==> src/rtl/cp0_timer_pkg.sv <==
// cp0_timer_pkg: shared state encoding, register selects and reset defaults for the CP0 timer.
package cp0_timer_pkg;
  typedef enum logic [1:0] {IDLE = 2'd0, PENDING = 2'd1, MASKED = 2'd2} state_t;
  localparam logic [1:0] SEL_COUNT = 2'd0;
  localparam logic [1:0] SEL_COMPARE = 2'd1;
  localparam logic [1:0] SEL_STATUS = 2'd2;
  localparam logic [31:0] CMP_RST_DEF = 32'hFFFF_FFFF;
endpackage

==> src/rtl/cp0_tick_div.sv <==
// cp0_tick_div: Count prescaler, one tick every CNT_DIV unfrozen cycles; clr restarts the period.
module cp0_tick_div #(
  parameter int CNT_DIV = 2
) (
  input  logic clk,
  input  logic reset,
  input  logic freeze,
  input  logic clr,
  output logic tick
);
  localparam int W = $clog2(CNT_DIV) + 1;
  localparam logic [W-1:0] LAST = W'(CNT_DIV - 1);
  logic [W-1:0] div_cnt;
  assign tick = (div_cnt == LAST) && !freeze;
  always_ff @(posedge clk) begin
    if (reset || clr) div_cnt <= '0;
    else if (!freeze) div_cnt <= tick ? '0 : div_cnt + W'(1);
  end
endmodule

==> src/rtl/cp0_timer_ctrl.sv <==
// cp0_timer_ctrl: CP0 Count/Compare registers, mtc0/mfc0 access and timer interrupt FSM.
module cp0_timer_ctrl
  import cp0_timer_pkg::*;
#(
  parameter int CNT_DIV = 2,
  parameter logic [31:0] CMP_RST = CMP_RST_DEF
) (
  input  logic        clk,
  input  logic        reset,
  input  logic        freeze,
  input  logic        wr_en,
  input  logic [1:0]  wr_sel,
  input  logic [31:0] wr_data,
  input  logic [1:0]  rd_sel,
  output logic [31:0] rd_data,
  output logic [31:0] count,
  output logic [31:0] compare,
  output logic        timer_irq,
  input  logic        irq_ack
);
  state_t state, state_n;
  logic tick, wr_count, wr_cmp, match;
  assign wr_count = wr_en && wr_sel == SEL_COUNT;
  assign wr_cmp = wr_en && wr_sel == SEL_COMPARE;
  // a write in the tick cycle (either register) cancels that tick's match
  assign match = tick && !wr_count && !wr_cmp && (count + 32'd1 == compare);
  cp0_tick_div #(.CNT_DIV(CNT_DIV)) u_div (
    .clk(clk), .reset(reset), .freeze(freeze), .clr(wr_count), .tick(tick)
  );
  always_comb begin
    state_n = wr_cmp ? IDLE :
              (state == IDLE && match) ? PENDING :
              (state == PENDING && irq_ack) ? MASKED : state;
  end
  always_ff @(posedge clk) begin
    if (reset) begin
      count <= '0;
      compare <= CMP_RST;
      state <= IDLE;
      timer_irq <= 1'b0;
    end else begin
      if (wr_count) count <= wr_data;
      else if (tick) count <= count + 32'd1;
      if (wr_cmp) compare <= wr_data;
      state <= state_n;
      timer_irq <= state_n == PENDING;
    end
  end
  always_comb begin
    rd_data = rd_sel == SEL_COUNT ? count :
              rd_sel == SEL_COMPARE ? compare :
              rd_sel == SEL_STATUS ? {29'b0, freeze, state} : 32'd0;
  end
endmodule

==> config.mk <==
export PLATFORM = sky130hd
export DESIGN_NAME = cp0_timer_ctrl
export DESIGN_NICKNAME = d
export VERILOG_FILES = /design/src/rtl/cp0_timer_pkg.sv /design/src/rtl/cp0_tick_div.sv /design/src/rtl/cp0_timer_ctrl.sv
export SDC_FILE = /design/constraint.sdc
export NUM_CORES = 1
export LEC_CHECK = 0
export ABC_AREA = 1
export CAP_MARGIN = 15
export CELL_PAD_IN_SITES_DETAIL_PLACEMENT = 1
export CELL_PAD_IN_SITES_GLOBAL_PLACEMENT = 2
export CORE_ASPECT_RATIO = 0.6
export CORE_MARGIN = 8
export CORE_UTILIZATION = 22
export CTS_CLUSTER_DIAMETER = 50
export DETAILED_ROUTE_END_ITERATION = 12
export GPL_TIMING_DRIVEN = 1
export HOLD_SLACK_MARGIN = 0.02
export PLACE_DENSITY_LB_ADDON = 0.15
export SYNTH_ARGS = -nofsm -noshare
export SYNTH_HDL_FRONTEND = slang
export SYNTH_SLANG_ARGS = --single-unit
==> constraint.sdc <==
create_clock -name clk -period 2.15 [get_ports clk]
set_clock_uncertainty 0.15 [all_clocks]
set_input_delay 0.215 -clock clk [delete_from_list [all_inputs] [get_ports clk]]
set_output_delay 0.215 -clock clk [all_outputs]
set_load 0.01 [all_outputs]
* Word level (Yosys, flattened, before mapping)
Index checks and enable logic that the tools add are counted.
** Word-level totals
- Bits of input ports :: 41
- Output and inout port bits :: 97
- Word-level logic and storage cells :: 39
- Flip-flop bits (word level) :: 69
** Cells by class
- Reduce and logical (&&, ||, !) cells :: 16
- Multiplexer cells :: 9
- Equal/unequal tests :: 7
- $add $sub $neg :: 2
** Operators with widths (count)
- 32-bit 2-to-1 mux :: 4
- 32-bit by 1-bit adder with 32-bit output (second input constant) :: 1
- 32-bit equality test :: 1
- 2-bit by 1-bit equality test with 1-bit output (second input constant) :: 5
- 1-bit logical AND :: 8
- 2-bit 2-to-1 mux :: 4
- 2-bit zero test :: 3
- 1-bit zero test :: 3
- 3-bit 2-to-1 mux :: 1
- 2-bit by 1-bit adder with 2-bit output (second input constant) :: 1
- 2-bit equality test (second input constant) :: 1
- 2-bit nonzero test :: 1
- 1-bit logical OR :: 1

* Depth between registers and ports, before layout
Gate-level depths: netlist (run 1).
- Depth after elaboration :: 10
- Depth in mapped cells :: 17
- Depth with buffers taken out :: 17

* Hierarchy
A second synthesis (run 1) with hierarchy kept.
** Unflattened totals
- Cell total of the unflattened synthesis :: 785
- Area total of the unflattened synthesis :: 4702.0 µm²
** By module, submodules not included
- cp0_timer_ctrl :: instances 1, area an instance 4625.7 µm², seq. area each 1341.3 µm², cells an instance 774
- cp0_tick_div :: instances 1, area an instance 76.3 µm², seq. area each 40.0 µm², cells an instance 11

* Least setup slack after synthesis (run 1)
No wires, ideal clock.
- Kind :: register to register
- Start point :: register count[0]
- End point :: register timer_irq
- Slack :: 29 ps
- Data required time :: 1938 ps
- Cell stages (with the launch flop) :: 18
- Arrival time :: 1909 ps
- Setup time :: 62 ps
- Path buffers :: 0
- Period minus slack after synthesis :: 2121 ps
- Path through :: dfxtp_1 > ha_1 > nand2_2 > nor2_8 > nand2_2 > nor2_4 > nand2_1 > nand2_1 > nand2_1 > nand2_1 > nand2_1 > nor2_1 > nand2_1 > nor2_2 > nand3_1 > nand2_1 > nand2_2 > nor2_2
** Between the ends
- Longest elaborated chain between the ends :: 7
** Ends and longest elaborated chain
- start, declared :: RTL line cp0_timer_ctrl.sv:16 : output logic [31:0] count,
- start signal, assigned :: RTL line cp0_timer_ctrl.sv:42 : if (wr_count) count <= wr_data;
- start signal, assigned :: RTL line cp0_timer_ctrl.sv:43 : else if (tick) count <= count + 32'd1;
- 32-bit by 1-bit adder with 32-bit output :: RTL line cp0_timer_ctrl.sv:26 : assign match = tick && !wr_count && !wr_cmp && (count + 32'd1 == compare);
- 32-bit equality test :: RTL line cp0_timer_ctrl.sv:26
- 1-bit logical AND :: RTL line cp0_timer_ctrl.sv:26
- 1-bit logical AND :: RTL line cp0_timer_ctrl.sv:32 : (state == IDLE && match) ? PENDING :
- 2-bit 2-to-1 mux :: RTL line cp0_timer_ctrl.sv:32
- 2-bit 2-to-1 mux :: RTL line cp0_timer_ctrl.sv:31 : state_n = wr_cmp ? IDLE :
- 2-bit by 1-bit equality test with 1-bit output :: RTL line cp0_timer_ctrl.sv:46 : timer_irq <= state_n == PENDING;
- end signal, assigned :: RTL line cp0_timer_ctrl.sv:40 : timer_irq <= 1'b0;
- end signal, assigned :: RTL line cp0_timer_ctrl.sv:46
- end, declared :: RTL line cp0_timer_ctrl.sv:18 : output logic timer_irq,
No other way between the ends.
A chain may end at the register's enable or synchronous reset.

* Worst setup path in the final report (run 1)
Ends and elaborated chain as after synthesis.

==> out/metrics.yaml, run 1 <==
sta:
  tightest_slew_ps: 544
  postLayoutSetupSlackWorst_ps: -196
  min_period_ps: 2350
  finalSetupViolations: 4
  drv_slew: 0
  rsz0062_at_grt: "yes"
  finalHoldViolCount: 0
  relSlewSlack: 0.638
  fmax_mhz: 426
  finalCritPeriodShare: 1.09
clock_tree:
  numCtsBuffers: 9
  cts_tree: "done"
  clk_pin_slew_ps: 60
  clkSinkCount: 69
  root_buffer: "clkbuf_16"
  clk_latency_ps: 360
  cts_hold_buffers: 0
  htreeDepth: 3
  cts_max_path_buffers: 2
setup_path:
  r2r_slack_ps: -200
  crit_start: "count[0]"
  worstSetupStartpointType: "flip-flop"
  cp_max_fo: 4
  worstPathRequired_ps: 2300
  cp_data_arrival_time_ps: 2500
  path_class: "flip-flop to flip-flop"
  timing.rr.start: "count[0]"
  cp-end-kind: "flip-flop"
power:
  ir_drop_uv: 380
  cellPowerDensity_nw_per_um2: 454
  power_leakage_nw: 3.71
logic_synthesis:
  syn_area_um2: 4660
  ys_seq_area_frac: 0.296
  ys.warnings.count: 0
  ys_ff_latch: 69
  synthCells: 784
  synthDistinctLibCells: 29
  syn_area_per_cell_um2: 5.95
  syn_nets: 826
global_route:
  grt_pass1_vias: 6490
  antenna_found_initial: 0
  grt_first_pass_wirelength_mm: 39.2
  gr-total-overflow: 0
  grt_use_total: 0.197
  grt_max_degree: 35
placed_design:
  routabilityCongestion: 0.829
  hpwl_mm: 20.1
  port_buffers: 137
  preCtsSetupSlack_ps: -452
die:
  core_um2: 20900
  dieWidth_um: 204
  die_h_um: 129
  placementRows: 41
  fp.dieArea_um2: 26300
  start_util: 0.223
  io-pin-count: 138
outcome:
  violations: "negative setup slack"
  status: "finished, violations left"
cells_and_area:
  fin_util: 0.389
  areaGrowthSynthToFinish_pct: 74.5
  drive_above_1_share: 0.254
  antennaDiodeCount: 0
  nets: 1114
detailed_routing:
  viasPerCell: 4.60
  wl_per_cell_um: 19.0
  route.detailed.drc: 0
  drt-pass1-iter-count: 4
  postRouteAntennaNets: 0
  drt_iter0_markers: 282
  routed_wl_mm: 25.7
  vias: 6227
worst_hold_path:
  hold_class: "flip-flop to flip-flop"
  hold_path.startpoint: "u_div.div_cnt[1]"
run:
  cap_viol_max_count: 0
## logic make-up (layout without fill, tap and decap cells)
family / count (synthesis) / in the layout / share of synthesized area
AND/OR/NAND/NOR: 493 / 493 / 0.447
buffers and inverters: 114 / 405 / 0.0960
adder cells (fa/ha/maj): 1 / 1 / 0.00268
flip-flops: 69 / 69 / 0.296
AO/OA/AOI/OAI: 101 / 101 / 0.141
XOR/XNOR: 6 / 6 / 0.0172
## cells in the final DEF, fill, tap and decap left out, types with 3 or more instances in the layout
cell             instances
a31oi_1                 32
buf_12                   5
buf_4                  155
buf_6                    7
clkbuf_16                9
clkdlybuf4s50_1        105
clkinv_2                 4
dfxtp_1                 62
dfxtp_2                  5
dlygate4sd2_1           30
inv_1                   80
inv_2                    4
nand2_1                298
nand2_2                 17
nand2_4                 12
nand3_1                 76
nand3_2                  8
nor2_1                  42
nor2_2                  19
nor2_4                  16
o211ai_1                29
o21ai_0                  9
o21ai_1                  3
o22ai_1                 23
xor2_1                   4
## sequential cells by signal, summed over array words and instances (netlist names)
name           cells
u_div.div_cnt      2
count             32
compare           32
timer_irq          1
state              2
## synthesized netlist by cell type
| master | instances | area [µm²] |
|---|---|---|
| nand2_4 | 2 | 22.5 |
| a21oi_1 | 1 | 5.00 |
| nand2_1 | 319 | 1200 |
| nor2_8 | 1 | 20.0 |
| o21ai_1 | 3 | 15.0 |
| nor2_2 | 8 | 50.1 |
| o221ai_1 | 1 | 8.76 |
| clkbuf_1 | 25 | 93.8 |
| o211ai_1 | 29 | 218 |
| inv_1 | 83 | 312 |
| o21ai_0 | 9 | 45.0 |
| inv_2 | 2 | 7.51 |
| clkinv_1 | 2 | 7.51 |
| clkbuf_8 | 2 | 27.5 |
| a31oi_1 | 32 | 200 |
| nor3b_1 | 1 | 7.51 |
| xor2_1 | 4 | 35.0 |
| nand3_1 | 83 | 415 |
| nand2_2 | 6 | 37.5 |
| o22ai_1 | 25 | 156 |
| nand3_2 | 2 | 20.0 |
| nor3_1 | 1 | 5.00 |
| xnor3_1 | 2 | 45.0 |
| dfxtp_1 | 69 | 1380 |
| nor2_4 | 6 | 67.6 |
| nor2_1 | 63 | 236 |
| a21o_1 | 1 | 7.51 |
| ha_1 | 1 | 12.5 |
| nand3b_1 | 1 | 7.51 |
## final cells by class
class                   instances  area [µm²]
fillers                      2690       12800
multi-input cells             601        3120
repair buffers                304        2680
flip-flops and latches         69        1400
well taps                     279         349
inverters                      87         332
clock buffers                  12         256
clock inverters                 2        10.0
## final timing paths
path,end,cells after the start
min,u_div.div_cnt[1],2
max reg2reg,timer_irq,17
max,timer_irq,17
min reg2reg,u_div.div_cnt[1],2
## layer usage
layer | global-route usage | up-vias | wire [µm]
li1 | - | 3124 | -
met1 | 0.292 | 2952 | 13700
met2 | 0.276 | 132 | 10300
met3 | 0.0477 | 19 | 1420
met4 | 0.0502 | 0 | 344
met5 | 0 | - | 0
## power breakdown
group | total (W) | switching, W | internal (W)
combinational | 0.000849 | 0.000450 | 0.000399
sequential | 0.00139 | 0.0000603 | 0.00133
clock | 0.00145 | 0.000623 | 0.000828
## stage by stage
step	instances	setup TNS [ps]	total power, W	hold slack, ps	cell area, µm²
final	1354	-583	0.00369	306	8140
after global routing	1354	-1010	0.00386	317	8140
after CTS	1350	-478	0.00372	302	7930
after detailed placement	1329	-7800	0.00226	293	7490
after global placement	1329	-7170	0.00226	304	7490
after floorplan	784	0	0.00173	191	4660
## worst max-delay path, cell delays in order, from the launching register on
cell	delay, ps
dfxtp_2	370
buf_6	120
inv_4	40
nor2_4	250
buf_6	160
nand2_4	50
nor2_4	130
buf_6	120
nand3_2	130
nand3_4	120
nand2_4	70
nor2_4	100
nand2_2	80
nor2_2	100
nand3_2	100
nand2_2	70
nand2_2	60
nor2_2	70
## what timing repair did
item	in CTS	in global routing
setup endpoints to repair	35	5
pin swaps	13	15
setup buffers	7	5
gates resized for setup	83	47
(Power assumes the default switching activity.)
==> run 2, diff against run 1 <==
CAP_MARGIN = 20   (was 15)
RECOVER_POWER = 50   (was default)
==> run 2 against run 1 <==
The flow still finishes with violations (negative setup slack). Clock power hardly changed. Sequential share of layout area hardly changed. Register-to-register slack hardly changed. Non-clock buffer count stayed put. Fmax is 0.19% lower. Cell count stayed put. Sequential cell count stayed put. Routed wire length hardly changed. Hold slack hardly changed. Setup slack worse by 4.6 ps. Die area stayed put.
==> out/metrics.yaml, run 2 (synthesis gave the netlist of run 1 again) <==
sta:
  fmax_mhz: 425  # -0.19%
  finalCritPeriodShare: 1.09  # +0.00212
  drv_slew: 0  # unchanged
  rsz0062_at_grt: "yes"
  finalSetupViolations: 18  # +14
  relSlewSlack: 0.355  # -0.283
  holdWs_ps: 306  # -0.00600 ps
  min_period_ps: 2350  # +4.56 ps
  finalHoldViolCount: 0  # unchanged
  postLayoutSetupSlackWorst_ps: -200  # -4.56 ps
  tightest_slew_ps: 968  # +424 ps
cells_and_area:
  reg.largest.list: "compare (32), count (32)"
  mostFrequentLayoutCells: "nand2_1 (298), buf_4 (152), inv_1 (80), nand3_1 (76), dfxtp_1 (62)"
  nets: 1114  # unchanged
  areaGrowthSynthToFinish_pct: 74.1
  drive_above_1_share: 0.252  # -0.00186
  fin_area_um2: 8120  # -0.22%
  layout_commonest_cell: "nand2_1"
  fin_util: 0.388  # -0.000837
  finalNonFillerCells: 1354  # unchanged
  antennaDiodeCount: 0  # unchanged
detailed_routing:
  postRouteAntennaNets: 0  # unchanged
  wl_per_cell_um: 19.0  # about the same
  drt-pass1-iter-count: 4  # unchanged
  viasPerCell: 4.61  # +0.29%
  vias: 6245  # +0.29%
  route.detailed.drc: 0  # unchanged
  drt_iter0_markers: 282  # unchanged
  routed_wl_mm: 25.7  # about the same
clock_tree:
  clk_latency_ps: 360  # about the same
  numCtsBuffers: 9  # unchanged
  clk_pin_slew_ps: 60  # about the same
  htreeDepth: 3  # unchanged
  cts_hold_buffers: 0  # unchanged
  cts_tree: "done"
  cts_max_path_buffers: 2  # unchanged
  root_buffer: "clkbuf_16"
  clkSinkCount: 69  # unchanged
setup_path:
  cp-end-kind: "flip-flop"
  worstPathRequired_ps: 2300  # about the same
  crit_slowest_cell: "dfxtp_2"
  path_class: "flip-flop to flip-flop"
  critical_path.top_delay_family: "simple AND/OR/NAND/NOR gates"
  cp_data_arrival_time_ps: 2500  # about the same
  max_stage_delay_ps: 360  # about the same
  worstSetupStartpointType: "flip-flop"
  crit_chain: "buf_6 > inv_4 > nor2_4 > buf_6 > nand2_4 > nor2_4 > buf_6 > nand3_2 > nand3_4 > nand2_4 > nor2_4 > nand2_2 > nor2_2 > nand3_2 > nand2_2 > nand2_2 > nor2_2"
  cp_max_fo: 4  # unchanged
  critPathBufInv: 4  # unchanged
die:
  placementRows: 41  # unchanged
  die_h_um: 129  # unchanged
  dieWidth_um: 204  # unchanged
  start_util: 0.223  # unchanged
  io-pin-count: 138  # unchanged
  core_um2: 20900  # unchanged
  fp.dieArea_um2: 26300  # unchanged
placed_design:
  dp_cells: 1329  # unchanged
  routabilityCongestion: 0.829  # unchanged
  port_buffers: 137  # unchanged
  hpwl_mm: 20.1  # unchanged
  placed_cell_area_um2: 7490  # unchanged
global_route:
  grt_first_pass_wirelength_mm: 39.2  # unchanged
  gr-total-overflow: 0  # unchanged
  grt_use_total: 0.197  # unchanged
  grt_max_degree: 35  # unchanged
  antenna_found_initial: 0  # unchanged
  grt_pass1_vias: 6490  # unchanged
worst_hold_path:
  hold_class: "flip-flop to flip-flop"
power:
  cellPowerDensity_nw_per_um2: 452  # -0.37%
  ir_drop_uv: 380  # about the same
  power_leakage_nw: 3.68  # -0.68%
run:
  cap_viol_max_count: 0  # unchanged
outcome:
  violations: "negative setup slack"
  status: "finished, violations left"
run 2: worst register-to-register path, stage by stage, from the launching register on:
cell and delay (ps):
dfxtp_2 360, buf_6 120, inv_4 40, nor2_4 250, buf_6 160, nand2_4 50, nor2_4 130, buf_6 120
nand3_2 130, nand3_4 130, nand2_4 70, nor2_4 100, nand2_2 80, nor2_2 100, nand3_2 100, nand2_2 80
nand2_2 60, nor2_2 70
run 2: cell type report:
class                   count  area [µm²]
inverters                  87         332
clock inverters             2        10.0
flip-flops and latches     69        1400
repair buffers            304        2670
well taps                 279         349
clock buffers              12         256
multi-input cells         601        3110
fillers                  2692       12800
run 2: routing by layer:
layer / share of wire / GRT usage
met4: 0.014 / 0.0502
met2: 0.40 / 0.276
met3: 0.052 / 0.0477
met1: 0.53 / 0.292
met5: 0 / 0
run 2: worst paths after layout:
kind                                        from          endpoint  slack, ps  cells past startpoint
worst max-delay path                    count[0]         timer_irq       -200                     17
worst max register to register          count[0]         timer_irq       -200                     17
worst min register to register  u_div.div_cnt[1]  u_div.div_cnt[1]        310                      2
worst min-delay path            u_div.div_cnt[1]  u_div.div_cnt[1]        310                      2
run 2: where the power goes:
part,total (W),internal [W],switching [W]
clock,0.00145,0.000828,0.000620
sequential,0.00139,0.00133,0.0000593
combinational,0.000831,0.000383,0.000448
run 2: what timing repair did:
action                                 4_1_cts  5_1_grt
resized for setup                           83       47
setup endpoints to repair                   35        5
endpoints found under the hold margin        0        0
pin swaps                                   13       15
setup buffers                                7        5
run 2: stage by stage:
step,setup TNS (ps),worst slack (ps),total power [W]
global route,-5460,-326,0.00384
detailed placement,-7800,-452,0.00226
CTS,-478,-205,0.00372
floorplan,0,28.9,0.00173
finish,-1260,-200,0.00367
global placement,-7170,-452,0.00226
==> run 3, diff against run 2 <==
ABC_AREA = default   (was 1)
CORE_UTILIZATION = 24   (was 22)
==> run 3 against run 2 <==
The run still ends with negative setup slack left. Area after synthesis shrank 3.0%. Die area shrank 9.9%. Clock power grew 6%. Cell count shrank 22%. Largest cell class unchanged.
==> out/metrics.yaml, run 3 <==
logic_synthesis:
  async_reset_ff_frac: 0  # unchanged
  syn_area_um2: 4530  # -3.0%
  ys_seq_area_frac: 0.305  # +0.00900
  syn_nets: 625  # -24%
  ys.warnings.count: 0  # unchanged
  synthMostInstantiatedCell: "nand2_1"
  synth_top_cell_area_share: 0.305  # +0.00900
  synthCells: 583  # -26%
  synthDistinctLibCells: 54  # +86%
  ys_ff_latch: 69  # unchanged
  yosys.area.top_type: "dfxtp_1"
  synth-edff-count: 0  # unchanged
  ys.flop_type: "dfxtp_1"
  synth_area_leaders: "dfxtp_1 (31%), nand2_1 (8.4%), xnor2_1 (7.4%)"
  synth_common_cells: "nand2_1 (101), nor2_1 (78), dfxtp_1 (69)"
  syn_area_per_cell_um2: 7.76  # +31%
setup_path:
  max_stage_delay_ps: 550  # +190 ps
  critPathBufInv: 0  # -4
  crit_slowest_cell: "or4_4"
  reg2reg_depth: 9  # -8
  cp_data_arrival_time_ps: 2720  # +220 ps
  path_class: "flip-flop to flip-flop"
  cp-end-kind: "flip-flop"
  crit_chain: "ha_4 > nand3_4 > or3_4 > or4_4 > xnor2_2 > a2111oi_2 > and4_1 > nand4_1 > a21oi_1"
  worstSetupStartpointType: "flip-flop"
  r2r_slack_ps: -450  # -250 ps
  worstPathRequired_ps: 2270  # -30 ps
  cp_max_fo: 4  # unchanged
  timing.rr.start: "count[1]"
  timing.rr.end: "timer_irq"
  critical_path.top_delay_family: "simple AND/OR/NAND/NOR gates"
clock_tree:
  clkSinkCount: 69  # unchanged
  numCtsBuffers: 9  # unchanged
  cts_max_path_buffers: 2  # unchanged
  clk_latency_ps: 340  # -20 ps
  cts_tree: "done"
  cts_hold_buffers: 0  # unchanged
  htreeDepth: 3  # unchanged
  clk_pin_slew_ps: 60  # about the same
  root_buffer: "clkbuf_16"
sta:
  min_period_ps: 2600  # +249 ps
  holdWs_ps: 76.6  # -230 ps
  relSlewSlack: 0.497  # +0.142
  finalHoldViolCount: 0  # unchanged
  finalCritPeriodShare: 1.21  # +0.116
  finalSetupViolations: 16  # -2
  tightest_slew_ps: 755  # -213 ps
  fmax_mhz: 385  # -9.6%
  drv_slew: 0  # unchanged
  rsz0062_at_grt: "yes"
  postLayoutSetupSlackWorst_ps: -449  # -249 ps
detailed_routing:
  viasPerCell: 4.75  # +3.1%
  drt-pass1-iter-count: 4  # unchanged
  routed_wl_mm: 20.5  # -20%
  drt_iter0_markers: 183  # -35%
  vias: 4996  # -20%
  route.detailed.drc: 0  # unchanged
  wl_per_cell_um: 19.5  # +2.7%
  postRouteAntennaNets: 0  # unchanged
cells_and_area:
  fin_util: 0.397  # +0.00934
  drive_above_1_share: 0.251  # -0.00116
  layout_commonest_cell: "buf_4"
  nets: 842  # -24%
  reg.largest.list: "compare (32), count (32)"
  mostFrequentLayoutCells: "buf_4 (105), clkdlybuf4s50_1 (98), nand2_1 (95), nor2_1 (73), dfxtp_1 (55)"
  areaGrowthSynthToFinish_pct: 64.5
  antennaDiodeCount: 0  # unchanged
die:
  fp.dieArea_um2: 23700  # -9.9%
  placementRows: 39  # -4.9%
  dieWidth_um: 193  # -5.2%
  start_util: 0.242  # +0.0187
  io-pin-count: 138  # unchanged
  core_um2: 18700  # -10%
  die_h_um: 122  # -5.0%
power:
  cellPowerDensity_nw_per_um2: 521  # +15%
  power_leakage_nw: 2.90  # -21%
  total_power_w: 0.00388  # +5.7%
  ir_drop_uv: 350  # -7.9%
worst_hold_path:
  holdPathEnd: "timer_irq"
  holdPathStages: 3  # +1
  hold_path.startpoint: "reset"
  hold_class: "input pin to flip-flop"
outcome:
  violations: "negative setup slack"
  status: "finished, violations left"
run:
  cap_viol_max_count: 0  # unchanged
global_route:
  grt_max_degree: 69  # +97%
  grt_first_pass_wirelength_mm: 31.8  # -19%
  gr-total-overflow: 0  # unchanged
  antenna_found_initial: 1  # +1
  grt_pass1_vias: 5291  # -18%
  grt_use_total: 0.170  # -0.0267
placed_design:
  routabilityCongestion: 0.901  # +8.6%
  port_buffers: 137  # unchanged
  hpwl_mm: 15.9  # -21%
run 3: cell types whose count changed after synthesis, sizes merged, moves of 14 or more:
| cell | delta |
|---|---|
| nand2 | -226 |
| inv | -84 |
| nand3 | -72 |
| xnor2 | +38 |
| mux2i | +33 |
| a31oi | -32 |
| nand3b | +31 |
| o211ai | -28 |
| xor2 | +28 |
| a211oi | +26 |
| o22ai | -25 |
| nor3 | +16 |
| nand4 | +14 |
run 3: kinds of logic after synthesis:
logic type | share of synthesized area
compound gates | 0.101
xor+xnor | 0.135
fa+ha+maj | 0.00276
buf+inv | 0.0473
flops | 0.305
mux | 0.0755
simple gates | 0.333
run 3: repair_timing:
| item | in CTS | in global routing |
|---|---|---|
| resized for setup | 28 | 33 |
| buffers inserted | 7 | 4 |
| setup endpoints to repair | 25 | 28 |
| pin swaps | 21 | 23 |
run 3: final cells by class:
type / instances / area (µm²)
clock inverter: 6 / 62.6
multi-input combinational: 468 / 3180
clock buffer: 10 / 239
timing repair buffer: 251 / 2230
sequential: 69 / 1410
tap: 246 / 308
fill: 2211 / 11300
inverter: 1 / 3.75
run 3: worst max path at each step:
| stage | end | cells past startpoint | slack, ps | from |
|---|---|---|---|---|
| floorplan | timer_irq | 10 | -460 | count[0] |
| global placement | count[29] | 8 | -430 | freeze |
| detailed placement | timer_irq | 9 | -480 | count[1] |
| CTS | timer_irq | 9 | -420 | count[1] |
| global route | timer_irq | 9 | -540 | count[1] |
| finish | timer_irq | 9 | -450 | count[1] |
run 3: power by group:
| part | total, W | switching, W | internal (W) |
|---|---|---|---|
| sequential | 0.00142 | 0.0000774 | 0.00134 |
| combinational | 0.000924 | 0.000455 | 0.000469 |
| clock | 0.00154 | 0.000610 | 0.000926 |
run 3: layer usage:
| layer | global-route usage | vias up | part of all wire |
|---|---|---|---|
| met5 | 0 | - | 0.00049 |
| met4 | 0.0306 | 2 | 0.0098 |
| met3 | 0.0452 | 21 | 0.045 |
| met2 | 0.254 | 105 | 0.41 |
| met1 | 0.244 | 2426 | 0.53 |
| li1 | - | 2442 | - |
run 3: worst register-to-register path, delay by kind of cell (launching register included):
family                   cells  cell delay, ps
AO/OA/AOI/OAI                2             360
AND/OR/NAND/NOR              5            1330
XOR/XNOR                     1             180
flip-flops                   1             370
adder cells (fa/ha/maj)      1             150
run 3: stage by stage:
step           cell area, µm²  worst slack [ps]  cells  setup TNS, ps
2_1_floorplan            4610              -460    583          -2080
5_1_grt                  7450              -537   1051          -4690
3_5_place_dp             6850              -476   1024          -7340
4_1_cts                  7320              -417   1047          -2880
6_report                 7450              -449   1051          -3030
3_3_place_gp             6850              -429   1024          -7080
